**src/rtl/l2_cache_control.sv**
```systemverilog
// l2_cache_control: controller for a 2-way write-back L2 cache.
// Accepts one request at a time from the I/D arbiter, resolves hit/miss,
// writes back a dirty victim, refills the line from physical memory and
// then re-runs the lookup so the response always comes from the array.
//
// Optional feature: define L2_PERF_CNT_EN to add saturating hit_count and
// miss_count outputs (CNT_WIDTH bits each). Without the macro the counter
// ports and logic are absent and the FSM behaves identically.
//
// Handshake: the arbiter raises mem_read/mem_write and holds it until
// mem_resp, which is a single-cycle pulse in the CHECK state. The pmem side
// is level-based: pmem_read/pmem_write stay high until pmem_resp is seen,
// and the transfer completes in the cycle pmem_resp=1.
//
// fsm_state exposes the controller state for debug and checker binding
// (0 = IDLE, 1 = CHECK, 2 = WRITEBACK, 3 = ALLOCATE).

module l2_cache_control #(
  parameter int CNT_WIDTH = 16
) (
  input  logic                 clk,
  input  logic                 rst,
  input  logic                 mem_read,
  input  logic                 mem_write,
  output logic                 mem_resp,
  input  logic                 hit0,
  input  logic                 hit1,
  input  logic                 lru,
  input  logic                 victim_dirty,
  output logic                 pmem_read,
  output logic                 pmem_write,
  input  logic                 pmem_resp,
  output logic                 way_sel,
  output logic                 data_load,
  output logic                 data_src_sel,
  output logic                 tag_load,
  output logic                 valid_load,
  output logic                 dirty_load,
  output logic                 dirty_in,
  output logic                 lru_load,
  output logic                 lru_in,
  output logic                 pmem_addr_sel,
  output logic [1:0]           fsm_state
`ifdef L2_PERF_CNT_EN
  ,
  output logic [CNT_WIDTH-1:0] hit_count,
  output logic [CNT_WIDTH-1:0] miss_count
`endif
);

  typedef enum logic [1:0] {
    IDLE      = 2'd0,
    CHECK     = 2'd1,
    WRITEBACK = 2'd2,
    ALLOCATE  = 2'd3
  } state_t;

  state_t state;
  state_t state_next;

  // Request decode. A simultaneous read and write is handled as a write;
  // when both ways report a hit, way 0 wins.
  logic req;
  logic is_write;
  logic hit;
  logic hit_way;

  assign req      = mem_read | mem_write;
  assign is_write = mem_write;
  assign hit      = hit0 | hit1;
  assign hit_way  = ~hit0 & hit1;

  assign fsm_state = state;

  // State register with asynchronous reset back to IDLE.
  always_ff @(posedge clk or posedge rst) begin
    if (rst) begin
      state <= IDLE;
    end else begin
      state <= state_next;
    end
  end

  // Next-state logic.
  always_comb begin
    state_next = state;
    case (state)
      IDLE: begin
        if (req) begin
          state_next = CHECK;
        end
      end
      CHECK: begin
        if (!req) begin
          // Request withdrawn: abandon without a response.
          state_next = IDLE;
        end else if (hit) begin
          state_next = IDLE;
        end else if (victim_dirty) begin
          state_next = WRITEBACK;
        end else begin
          state_next = ALLOCATE;
        end
      end
      WRITEBACK: begin
        if (pmem_resp) begin
          state_next = ALLOCATE;
        end
      end
      ALLOCATE: begin
        // After the refill, go back to CHECK so the lookup hits the new line.
        if (pmem_resp) begin
          state_next = CHECK;
        end
      end
      default: state_next = IDLE;
    endcase
  end

  // Output logic: everything defaults low, and nothing is driven during reset
  // so pmem strobes drop in the same cycle rst rises.
  always_comb begin
    mem_resp      = 1'b0;
    pmem_read     = 1'b0;
    pmem_write    = 1'b0;
    way_sel       = 1'b0;
    data_load     = 1'b0;
    data_src_sel  = 1'b0;
    tag_load      = 1'b0;
    valid_load    = 1'b0;
    dirty_load    = 1'b0;
    dirty_in      = 1'b0;
    lru_load      = 1'b0;
    lru_in        = 1'b0;
    pmem_addr_sel = 1'b0;
    if (!rst) begin
      case (state)
        IDLE: begin
        end
        CHECK: begin
          if (req && hit) begin
            mem_resp = 1'b1;
            way_sel  = hit_way;
            // The hit way becomes MRU, so lru points at the other way.
            lru_load = 1'b1;
            lru_in   = ~hit_way;
            if (is_write) begin
              data_load    = 1'b1;
              data_src_sel = 1'b0;
              dirty_load   = 1'b1;
              dirty_in     = 1'b1;
            end
          end
        end
        WRITEBACK: begin
          pmem_write    = 1'b1;
          pmem_addr_sel = 1'b1;
          way_sel       = lru;
        end
        ALLOCATE: begin
          pmem_read     = 1'b1;
          pmem_addr_sel = 1'b0;
          way_sel       = lru;
          if (pmem_resp) begin
            data_load    = 1'b1;
            data_src_sel = 1'b1;
            tag_load     = 1'b1;
            valid_load   = 1'b1;
            dirty_load   = 1'b1;
            dirty_in     = 1'b0;
          end
        end
        default: begin
        end
      endcase
    end
  end

`ifdef L2_PERF_CNT_EN
  // A request that missed and was refilled comes back through CHECK; the
  // filled flag keeps that second lookup from being counted again.
  logic filled;
  logic count_hit;
  logic count_miss;

  assign count_hit  = (state == CHECK) && req && hit && !filled;
  assign count_miss = (state == CHECK) && req && !hit && !filled;

  // Saturating performance counters and the per-request refill marker.
  always_ff @(posedge clk or posedge rst) begin
    if (rst) begin
      filled     <= 1'b0;
      hit_count  <= '0;
      miss_count <= '0;
    end else begin
      if (state == ALLOCATE && pmem_resp) begin
        filled <= 1'b1;
      end else if (state_next == IDLE) begin
        filled <= 1'b0;
      end
      if (count_hit && (hit_count != {CNT_WIDTH{1'b1}})) begin
        hit_count <= hit_count + CNT_WIDTH'(1);
      end
      if (count_miss && (miss_count != {CNT_WIDTH{1'b1}})) begin
        miss_count <= miss_count + CNT_WIDTH'(1);
      end
    end
  end
`else
  // Counter width only matters when the counters exist; keep the parameter
  // referenced so both builds share one interface.
  if (CNT_WIDTH < 1) begin : g_cnt_width_unused
  end
`endif

endmodule

```
**config.mk**
```make
export PLATFORM = sky130hd
export DESIGN_NAME = l2_cache_control
export DESIGN_NICKNAME = d
export VERILOG_FILES = /design/src/rtl/l2_cache_control.sv
export SDC_FILE = /design/constraint.sdc
export NUM_CORES = 1
export LEC_CHECK = 0
export ABC_AREA = 1
export CORE_AREA = 3 3 40 42
export DETAILED_ROUTE_END_ITERATION = 7
export DIE_AREA = 0 0 43 45
export PLACE_DENSITY = 0.57
export SYNTH_ARGS = -nofsm -noshare
export SYNTH_HDL_FRONTEND = slang
export SYNTH_SLANG_ARGS = --single-unit
export TNS_END_PERCENT = 30
```
**constraint.sdc**
```tcl
create_clock -name clk -period 3.5 [get_ports clk]
set_input_delay 0.7 -clock clk [delete_from_list [all_inputs] [get_ports clk]]
set_output_delay 0.7 -clock clk [all_outputs]
set_load 0.01 [all_outputs]
```
==> results of run 1 <==
[per-stage QoR]
stage / utilization [%] / cells / power, mW / hold WS (ps) / setup WS, ps
CTS: 43.9 / 91 / 0.294 / 574 / 483
finish: 43.9 / 91 / 0.285 / 559 / 516
global placement: 42.2 / 88 / 0.236 / 558 / 539
floorplan: - / 55 / 0.162 / 457 / 1250
detailed placement: 42.2 / 88 / 0.237 / 560 / 469
global route: 43.9 / 91 / 0.319 / 591 / 307
[where the power goes]
group / internal, mW / switching, mW / total [mW]
sequential: 0.0332 / 0.0126 / 0.0458
clock: 0.0378 / 0.0130 / 0.0508
combinational: 0.0962 / 0.0923 / 0.189
total: 0.167 / 0.118 / 0.285
[cell type report]
class | count | area share [%]
flip-flops and latches | 2 | 8.87
repair buffers | 23 | 40.8
multi-input cells | 36 | 35.0
inverters | 12 | 7.98
clock buffers | 3 | 3.99
well taps | 15 | 3.33
[critical path, delay by kind of cell]
| kind | cells | cell delay, ps |
|---|---|---|
| AO/OA/AOI/OAI | 1 | 190 |
| AND/OR/NAND/NOR | 1 | 360 |
| buffers and inverters | 2 | 1030 |
[worst max-delay path by stage]
stage / to / slack [ps] / depth (start not counted)
4_1_cts: data_load / 480 / 4
6_report: data_load / 520 / 4
3_3_place_gp: dirty_load / 540 / 4
5_1_grt: dirty_load / 310 / 4
2_1_floorplan: dirty_load / 1250 / 4
3_5_place_dp: data_load / 470 / 4
[kinds of logic after synthesis]
family,after synthesis
flops,2
compound gates,3
fa+ha+maj,4
buf+inv,17
simple gates,29
[layer usage]
metal	up-vias	part of all wire (%)	track usage (%)
met3	0	11	1.20
li1	203	-	-
met5	-	0	0
met1	159	43	10.9
met2	17	46	15.9
met4	0	0	7.23
[synth_stat cells]
library cell,instances,area share (%)
nor2_1,14,16
inv_1,10,11
nand2_1,9,10
buf_4,5,11
ha_1,4,15
dfrtp_1,2,15
inv_2,2,2.3
nand3_1,2,3.0
a21oi_1,1,1.5
a22oi_1,1,2.3
nand3_2,1,3.0
nor2_2,1,1.9
nor3_1,1,1.5
o21bai_2,1,3.4
or2_2,1,1.9
==> impl_results.md, run 1 <==
* Synth Area in XOR/XNOR at 0%
* Simple-gate portion of the synthesized area at 37.5%
* Most common cell after layout, fill and taps aside: clkdlybuf4s50_1
* Die ar. at 1940 µm²
* Number of global-route vias before repair at 362
* Hold WC Path Type: register to register
* Worst Reg-to-Reg Cells at 8
* Synth-to-Final Area Change at 70.8%
* Worst path arrival time at 2280 ps
* Hold EP: fsm_state[1]
* Reg2Reg Capture Point: fsm_state[0]
* Cts-stage hold buffer count at 0
* RSZ-0062 raised after global routing: false
* Global route total overflow at 0
* Synthesized area at roughly 330 µm²
* Setup TNS Final at 0 ps
* Max incr delay on CP at 550 ps
* GP Congestion at 0.803
* TritonCTS Buffers at 3
* CTS root buffer: clkbuf_4
* Average routed wire per standard cell at 9.56 µm
* First-pass GRT wire length at 1370 µm
* Max Cap Viol at 0
* Input/output buffers at 23
* Fill count at 138
* Ports at 24
* Worst slew pin tran at 350 ps
* Worst setup path startpoint: rst
* Core ar. at around 1300 µm²
* Outcome: completed
* ANT cells at 0
* CP Max Fanout at 5
* Synth Area in Adders at 15.2%
* Post-DRT Antenna Nets at 0
* Leak at 0.291 nW
* Clk Latency, worst-skew pair at 220 ps
* TritonCTS clock tree: yes
* Setup crit end kind: output port
* Die X at roughly 43 µm
* Avg Cell Area, Syn at 6.01 µm²
* Largest net degree at the start of global routing at 6
* DRT iter0 DRCs at 0
* WL final at about 870 µm
* Most frequent cells in the layout: clkdlybuf4s50_1, nor2_1, inv_1
* CTS sink count at 2
* Synth warnings at 0
* Reg2reg setup slack at between 2000 and 2500 ps
* Final hold viol count at 0
* Mapped Nets at 68
* HP Start: fsm_state[1]
* Power per cell area at 505 nW/µm²
* CTS resizes at 0
* GRT Total Usage at 9.42%
* WS Path Type: input port to output port
* Max reg flops at 2
* DRC Markers at 0
* Post-route cell area at 564 µm²
* Vias per Instance at between 4 and 5
* Synth Area in Compound Gates at 7.20%
* Placed Area at around 540 µm²
* First drt pass iteration count at 1
* Hold Crit Depth at 2
* Main combinational cell family by area after synthesis: simple AND/OR/NAND/NOR gates
* # rows at 13
* Final setup fails at 0
* Crit path launch type: input port
* Final period utilization at between 80% and 90%
* Gate Count Post-Synth at 55
* Slowest-stage cell, CP: clkdlybuf4s50_1
* FF+latch count, synth at 2
* Data required time of the critical path at 2800 ps
* Post-CTS setup buffer count at 0
* Fin crit period at just under 3000 ps
* Slew margin rel. at 76.5%
* CTS H-tree lvls at 1
* Clock Path Buffers at 2
* Initial Util at 25.7%
* Antenna violations before repair at 0
* Area of the multi-input gates at between 150 and 200 µm²
* Mux share of post-synthesis cell area at 0%
* Clock Pin Slew Worst Setup and Hold Paths at 30 ps
* Share of cells above drive strength 1 at a little under an eighth
* Chip height at 45 µm
* Sequential area share after synthesis at 15.2%
* F_max at 0.335 GHz
* Worst R2R Start: fsm_state[0]
* Crit path top cell by count: clkdlybuf4s50_1
* Cell variety after synth at 15
* Max Slew Vio Count at 0
* Setup Skew at 0.520 ps
* Worst path cell trace: clkdlybuf4s50_1 > nor3_1 > o21bai_2 > clkdlybuf4s50_1
* Vias at 379
* Final Net Count at 91
* FF+latch area at 50.0 µm²
* Detailed placement HPWL at 703 µm
* Peak supply drop at 0.278 mV
Note: power is estimated with default switching activity, not from simulation.
==> inputs of run 2 (changes only) <==
- CTS_CLUSTER_SIZE: default -> 40
- DONT_BUFFER_PORTS: default -> 1
- PLACE_DENSITY: 0.57 -> 0.34
==> impl_results.md, run 2 (synthesis gave the netlist of run 1 again) <==
* Outcome: completed (unchanged)
* Max reg flops at 2 (unchanged)
* GP Congestion at 0.697 (was 0.803)
* CTS resizes at 0 (unchanged)
* Power per cell area at 659 nW/µm² (was 505 nW/µm²)
* Internal at 0.116 mW (was 0.167 mW)
* Max Cap Viol at 0 (unchanged)
* Fin crit period at 2190 ps (was 2980 ps)
* WL final at 720 µm (was 870 µm)
* Clock Path Buffers at 2 (unchanged)
* Min Hold Slack at 232 ps (was 559 ps)
* Net Sw Frac at 48.4% (was 41.3%)
* Chip height at 45 µm (unchanged)
* Post-CTS setup buffer count at 0 (unchanged)
* Vias per Instance at 4.42 (was 4.16)
* Final period utilization at 62.5% (was 85.3%)
* RSZ-0062 raised after global routing: false (unchanged)
* Vias at 305 (was 379)
* F_max at 0.457 GHz (was 0.335 GHz)
* Peak supply drop at 0.271 mV (was 0.278 mV)
* DRC Markers at 0 (unchanged)
* Most common cell after layout, fill and taps aside: nor2_1 (was clkdlybuf4s50_1)
* TritonCTS clock tree: yes (unchanged)
* Fill count at 158 (was 138)
* Synth-to-Final Area Change at 3.41% (was 70.8%)
* Number of global-route vias before repair at 311 (was 362)
* First drt pass iteration count at 2 (was 1)
* Initial Util at 25.7% (unchanged)
* First-pass GRT wire length at 1240 µm (was 1370 µm)
* Largest net degree at the start of global routing at 6 (unchanged)
* Max Slew Vio Count at 0 (unchanged)
* Met3 usage at 5.58% (was 1.20%)
* Data required time of the critical path at 2800 ps (about the same)
* Setup crit end kind: output port (unchanged)
* Ports at 24 (unchanged)
* ANT cells at 0 (unchanged)
* Met2 Usage GRT at 12.9% (was 15.9%)
* Input/output buffers at 0 (was 23)
* Hold WC Path Type: input port to asynchronous set/reset pin (was register to register)
* Routing usage on met1 at 9.16% (was 10.9%)
* Worst slew pin tran at 379 ps (was 350 ps)
* Most utilized layer in the global route result: met2 (unchanged)
* CP Max Fanout at 5 (unchanged)
* Crit path launch type: register (was input port)
* Worst path arrival time at 1490 ps (was 2280 ps)
* TritonCTS Buffers at 3 (unchanged)
* Post-DRT Antenna Nets at 0 (unchanged)
* Global route total overflow at 0 (unchanged)
* Clk Latency, worst-skew pair at 230 ps (was 220 ps)
* Final setup fails at 0 (unchanged)
* Final Net Count at 69 (was 91)
* DRT iter0 DRCs at 1 (was 0)
* Psw at 0.109 mW (was 0.118 mW)
* WS Path Type: register to output port (was input port to output port)
* Clock Pin Slew Worst Setup and Hold Paths at 30 ps (about the same)
* Most frequent cells in the layout: nor2_1, inv_1, nand2_1 (was clkdlybuf4s50_1, nor2_1, inv_1)
* Final hold viol count at 0 (unchanged)
* Core ar. at 1280 µm² (unchanged)
* CTS H-tree lvls at 1 (unchanged)
* CTS root buffer: clkbuf_4 (unchanged)
* Average routed wire per standard cell at 10.4 µm (was 9.56 µm)
* Part of the power in registers at 23.0% (was 16.1%)
* Detailed placement HPWL at 618 µm (was 703 µm)
* Share of cells above drive strength 1 at 18.5% (was 11.8%)
* Setup Skew at 7.59 ps (was 0.520 ps)
* Slew margin rel. at 74.6% (was 76.5%)
* CTS sink count at 2 (unchanged)
* # rows at 13 (unchanged)
* Cts-stage hold buffer count at 0 (unchanged)
* Die ar. at 1940 µm² (unchanged)
* Clk pwr share at 23.0% (was 17.8%)
* GRT Total Usage at 8.91% (was 9.42%)
* Antenna violations before repair at 0 (unchanged)
* Setup TNS Final at 0 ps (unchanged)
* Leak at 0.213 nW (was 0.291 nW)
* Logic gate share of total power at 54.1% (was 66.1%)
* Die X at 43 µm (unchanged)
==> run 2: power groups by stage <==
| stage | Clock (mW) | Sequential, mW | Combinational [mW] |
|---|---|---|---|
| final | 0.0517 | 0.0517 | 0.122 |
| after global placement | 0 | 0.0537 | 0.128 |
| after CTS | 0.0559 | 0.0525 | 0.125 |
| after floorplan | 0 | 0.0486 | 0.114 |
| after global routing | 0.0577 | 0.0544 | 0.146 |
| after detailed placement | 0 | 0.0527 | 0.125 |
==> run 2: final cells by class <==
type,count,area (µm²),share of cell area (%)
multi-input combinational,36,198,57.9
timing repair buffer,1,7.51,2.20
inverter,12,45.0,13.2
sequential,2,50.0,14.7
clock buffer,3,22.5,6.59
tap,15,18.8,5.49
==> run 2: path summary, 6_finish.rpt <==
kind | depth (start not counted) | from | end | slack (ps)
min reg2reg | 2 | fsm_state[1] | fsm_state[1] | 630
min in group clk | 2 | fsm_state[1] | fsm_state[1] | 630
min | 1 | rst | fsm_state[0] | 230
max in group asynchronous | 1 | rst | fsm_state[1] | 3120
max | 4 | fsm_state[0] | way_sel | 1310
max reg2reg | 8 | fsm_state[0] | fsm_state[0] | 2130
==> run 2: stage by stage <==
step | instances | total power, mW | setup WS [ps] | instance area (µm²) | utilization [%]
after floorplan | 55 | 0.162 | 1250 | 330 | -
after global placement | 66 | 0.182 | 1510 | 319 | 24.8
after detailed placement | 66 | 0.178 | 1530 | 319 | 24.8
after CTS | 69 | 0.234 | 1280 | 342 | 26.6
after global routing | 69 | 0.258 | 1210 | 342 | 26.6
final | 69 | 0.225 | 1310 | 342 | 26.6
==> run 2: per-layer routing <==
| layer | wire [µm] | part of all wire, % | up-vias |
|---|---|---|---|
| li1 | - | - | 156 |
| met1 | 279 | 39 | 132 |
| met2 | 369 | 51 | 17 |
| met3 | 71 | 9.9 | 0 |
| met4 | 0 | 0 | 0 |
| met5 | 0 | 0 | - |
==> run 2: critical path, cell delays in order, from the launching register on <==
cell and delay [ps]:
dfrtp_1 450, inv_1 100, ha_1 210, or2_2 290, nor2_1 210
==> inputs of run 3 (changes only) <==
- clock period: 3.5 -> 2.15 ns (I/O delays scaled with it)
==> impl_results.md, run 3 (synthesis gave the netlist of run 1 again) <==
* Outcome: completed (unchanged)
* Initial Util at 25.7% (unchanged)
* First-pass GRT wire length at 1310 µm (was 1240 µm)
* GP Congestion at 0.732 (was 0.697)
* Max Cap Viol at 0 (unchanged)
* DRT iter0 DRCs at 2 (was 1)
* Slowest-stage cell, CP: dlygate4sd3_1 (was dfrtp_1)
* WS Path Type: input port to output port (was register to output port)
* Worst Path Buf+Inv at 2 (was 1)
* Hold WC Path Type: input port to register (was input port to asynchronous set/reset pin)
* Final hold viol count at 0 (unchanged)
* CTS root buffer: clkbuf_4 (unchanged)
* CTS H-tree lvls at 1 (unchanged)
* CTS resizes at 0 (unchanged)
* Internal at 0.189 mW (was 0.116 mW)
* Number of global-route vias before repair at 317 (was 311)
* Most common cell after layout, fill and taps aside: nor2_1 (unchanged)
* Share of cells above drive strength 1 at 18.2% (was 18.5%)
* WL final at 752 µm (was 720 µm)
* Max Slew Vio Count at 0 (unchanged)
* Placed Area at 319 µm² (unchanged)
* Peak supply drop at 0.389 mV (was 0.271 mV)
* Crit path launch type: input port (was register)
* Clk pwr share at 22.3% (was 23.0%)
* Final period utilization at 89.4%
* Setup Skew at 5.56 ps (was 7.59 ps)
* Average routed wire per standard cell at 10.7 µm (was 10.4 µm)
* Largest net degree at the start of global routing at 6 (unchanged)
* Detailed placement HPWL at 654 µm (was 618 µm)
* CTS sink count at 2 (unchanged)
* DRC Markers at 0 (unchanged)
* Top Family by Delay on Critical Path: buffers and inverters (was simple AND/OR/NAND/NOR gates)
* Data required time of the critical path at 1720 ps (was 2800 ps)
* Setup TNS Final at 0 ps (unchanged)
* ANT cells at 0 (unchanged)
* Final setup fails at 0 (unchanged)
* Reg2reg setup slack at 730 ps (was 2130 ps)
* Max reg flops at 2 (unchanged)
* F_max at 0.521 GHz
* GRT Total Usage at 9.74% (was 8.91%)
* First drt pass iteration count at 4 (was 2)
* Slew margin rel. at 74.5% (was 74.6%)
* Net Sw Frac at 48.6% (was 48.4%)
* Worst path cell trace: dlygate4sd3_1 > inv_1 > nand3_2 > o21bai_2 (was inv_1 > ha_1 > or2_2 > nor2_1)
* Part of the power in registers at 23.0% (about the same)
* Post-route cell area at 352 µm² (was 342 µm²)
* Antenna violations before repair at 0 (unchanged)
* Power per cell area at 1050 nW/µm² (was 659 nW/µm²)
* Input/output buffers at 0 (unchanged)
* Setup crit end kind: output port (unchanged)
* Leak at 0.217 nW (was 0.213 nW)
* Worst path arrival time at 1490 ps (about the same)
* Ports at 24 (unchanged)
* CP Max Fanout at 5 (unchanged)
* RSZ-0062 raised after global routing: false (unchanged)
* # rows at 13 (unchanged)
* Chip height at 45 µm (unchanged)
* Vias at 313 (was 305)
* Clk Latency, worst-skew pair at 220 ps (was 230 ps)
* Final Net Count at 70 (was 69)
* Logic gate share of total power at 54.7% (was 54.1%)
* TritonCTS Buffers at 3 (unchanged)
* Die X at 43 µm (unchanged)
* Worst slew pin tran at 381 ps (was 379 ps)
* Fin crit period at just under 2000 ps
* TritonCTS clock tree: yes (unchanged)
* Most frequent cells in the layout: nor2_1, inv_1, nand2_1 (unchanged)
* Psw at 0.179 mW (was 0.109 mW)
* Clock Path Buffers at 2 (unchanged)
* Global route total overflow at 0 (unchanged)
* Clock Pin Slew Worst Setup and Hold Paths at 30 ps (about the same)
* Vias per Instance at 4.47 (was 4.42)
* Core ar. at 1280 µm² (unchanged)
* Post-DRT Antenna Nets at 0 (unchanged)
* Synth-to-Final Area Change at 6.44% (was 3.41%)
* Max incr delay on CP at 530 ps (was 450 ps)
* Die ar. at 1940 µm² (unchanged)
[run 3: changes by cell type in the layout (fill, tap and decap cells not counted), sizes merged]
| cell | previous run | this run |
|---|---|---|
| dlygate4sd3 | 0 | 1 |
[run 3: layout make-up]
type	count	area (µm²)
tap	15	18.8
inverter	12	45.0
timing repair buffer	2	17.5
sequential	2	50.0
clock buffer	3	22.5
multi-input combinational	36	198
fill	155	933
[run 3: final timing paths]
path,start,end,cells past startpoint
max,rst,dirty_load,4
max in group asynchronous,rst,fsm_state[1],2
min in group asynchronous,rst,fsm_state[0],2
min reg2reg,fsm_state[1],fsm_state[1],2
max reg2reg,fsm_state[0],fsm_state[0],8
min,victim_dirty,fsm_state[0],3
[run 3: stage by stage]
| stage | total power [mW] | hold slack [ps] | std cells | setup WS, ps | util [%] |
|---|---|---|---|---|---|
| 2_1_floorplan | 0.264 | 187 | 55 | 290 | - |
| 3_3_place_gp | 0.296 | 214 | 66 | 460 | 24.8 |
| 3_5_place_dp | 0.289 | 208 | 66 | 463 | 24.8 |
| 4_1_cts | 0.377 | 433 | 70 | 200 | 27.4 |
| 5_1_grt | 0.424 | 495 | 70 | 142 | 27.4 |
| 6_report | 0.368 | 428 | 70 | 229 | 27.4 |
[run 3: what timing repair did]
item | CTS | global route
hold buffers | 1 | 0
endpoints found under the hold margin | 2 | 0
setup buffers | 0 | 0
[run 3: power by group through the flow]
stage | Combinational (mW) | Sequential, mW | Clock, mW
2_1_floorplan | 0.185 | 0.0790 | 0
3_3_place_gp | 0.210 | 0.0859 | 0
3_5_place_dp | 0.204 | 0.0854 | 0
4_1_cts | 0.205 | 0.0852 | 0.0863
5_1_grt | 0.246 | 0.0884 | 0.0902
6_report | 0.201 | 0.0845 | 0.0820
[run 3: worst reg2reg max path, cell delays in order (launching register included)]
cell     delay, ps
dfrtp_1        450
inv_1          100
ha_1           230
inv_2           80
nand2_1         70
nand2_1        120
nand3_1         80
nor2_1         130
nor2_1          50
[run 3: layer usage]
layer	part of all wire, %	vias up	track usage, %
met5	0	-	0
met4	2.0	0	9.04
met3	8.4	2	4.78
met2	50	18	16.2
met1	39	132	8.67
li1	-	161	-
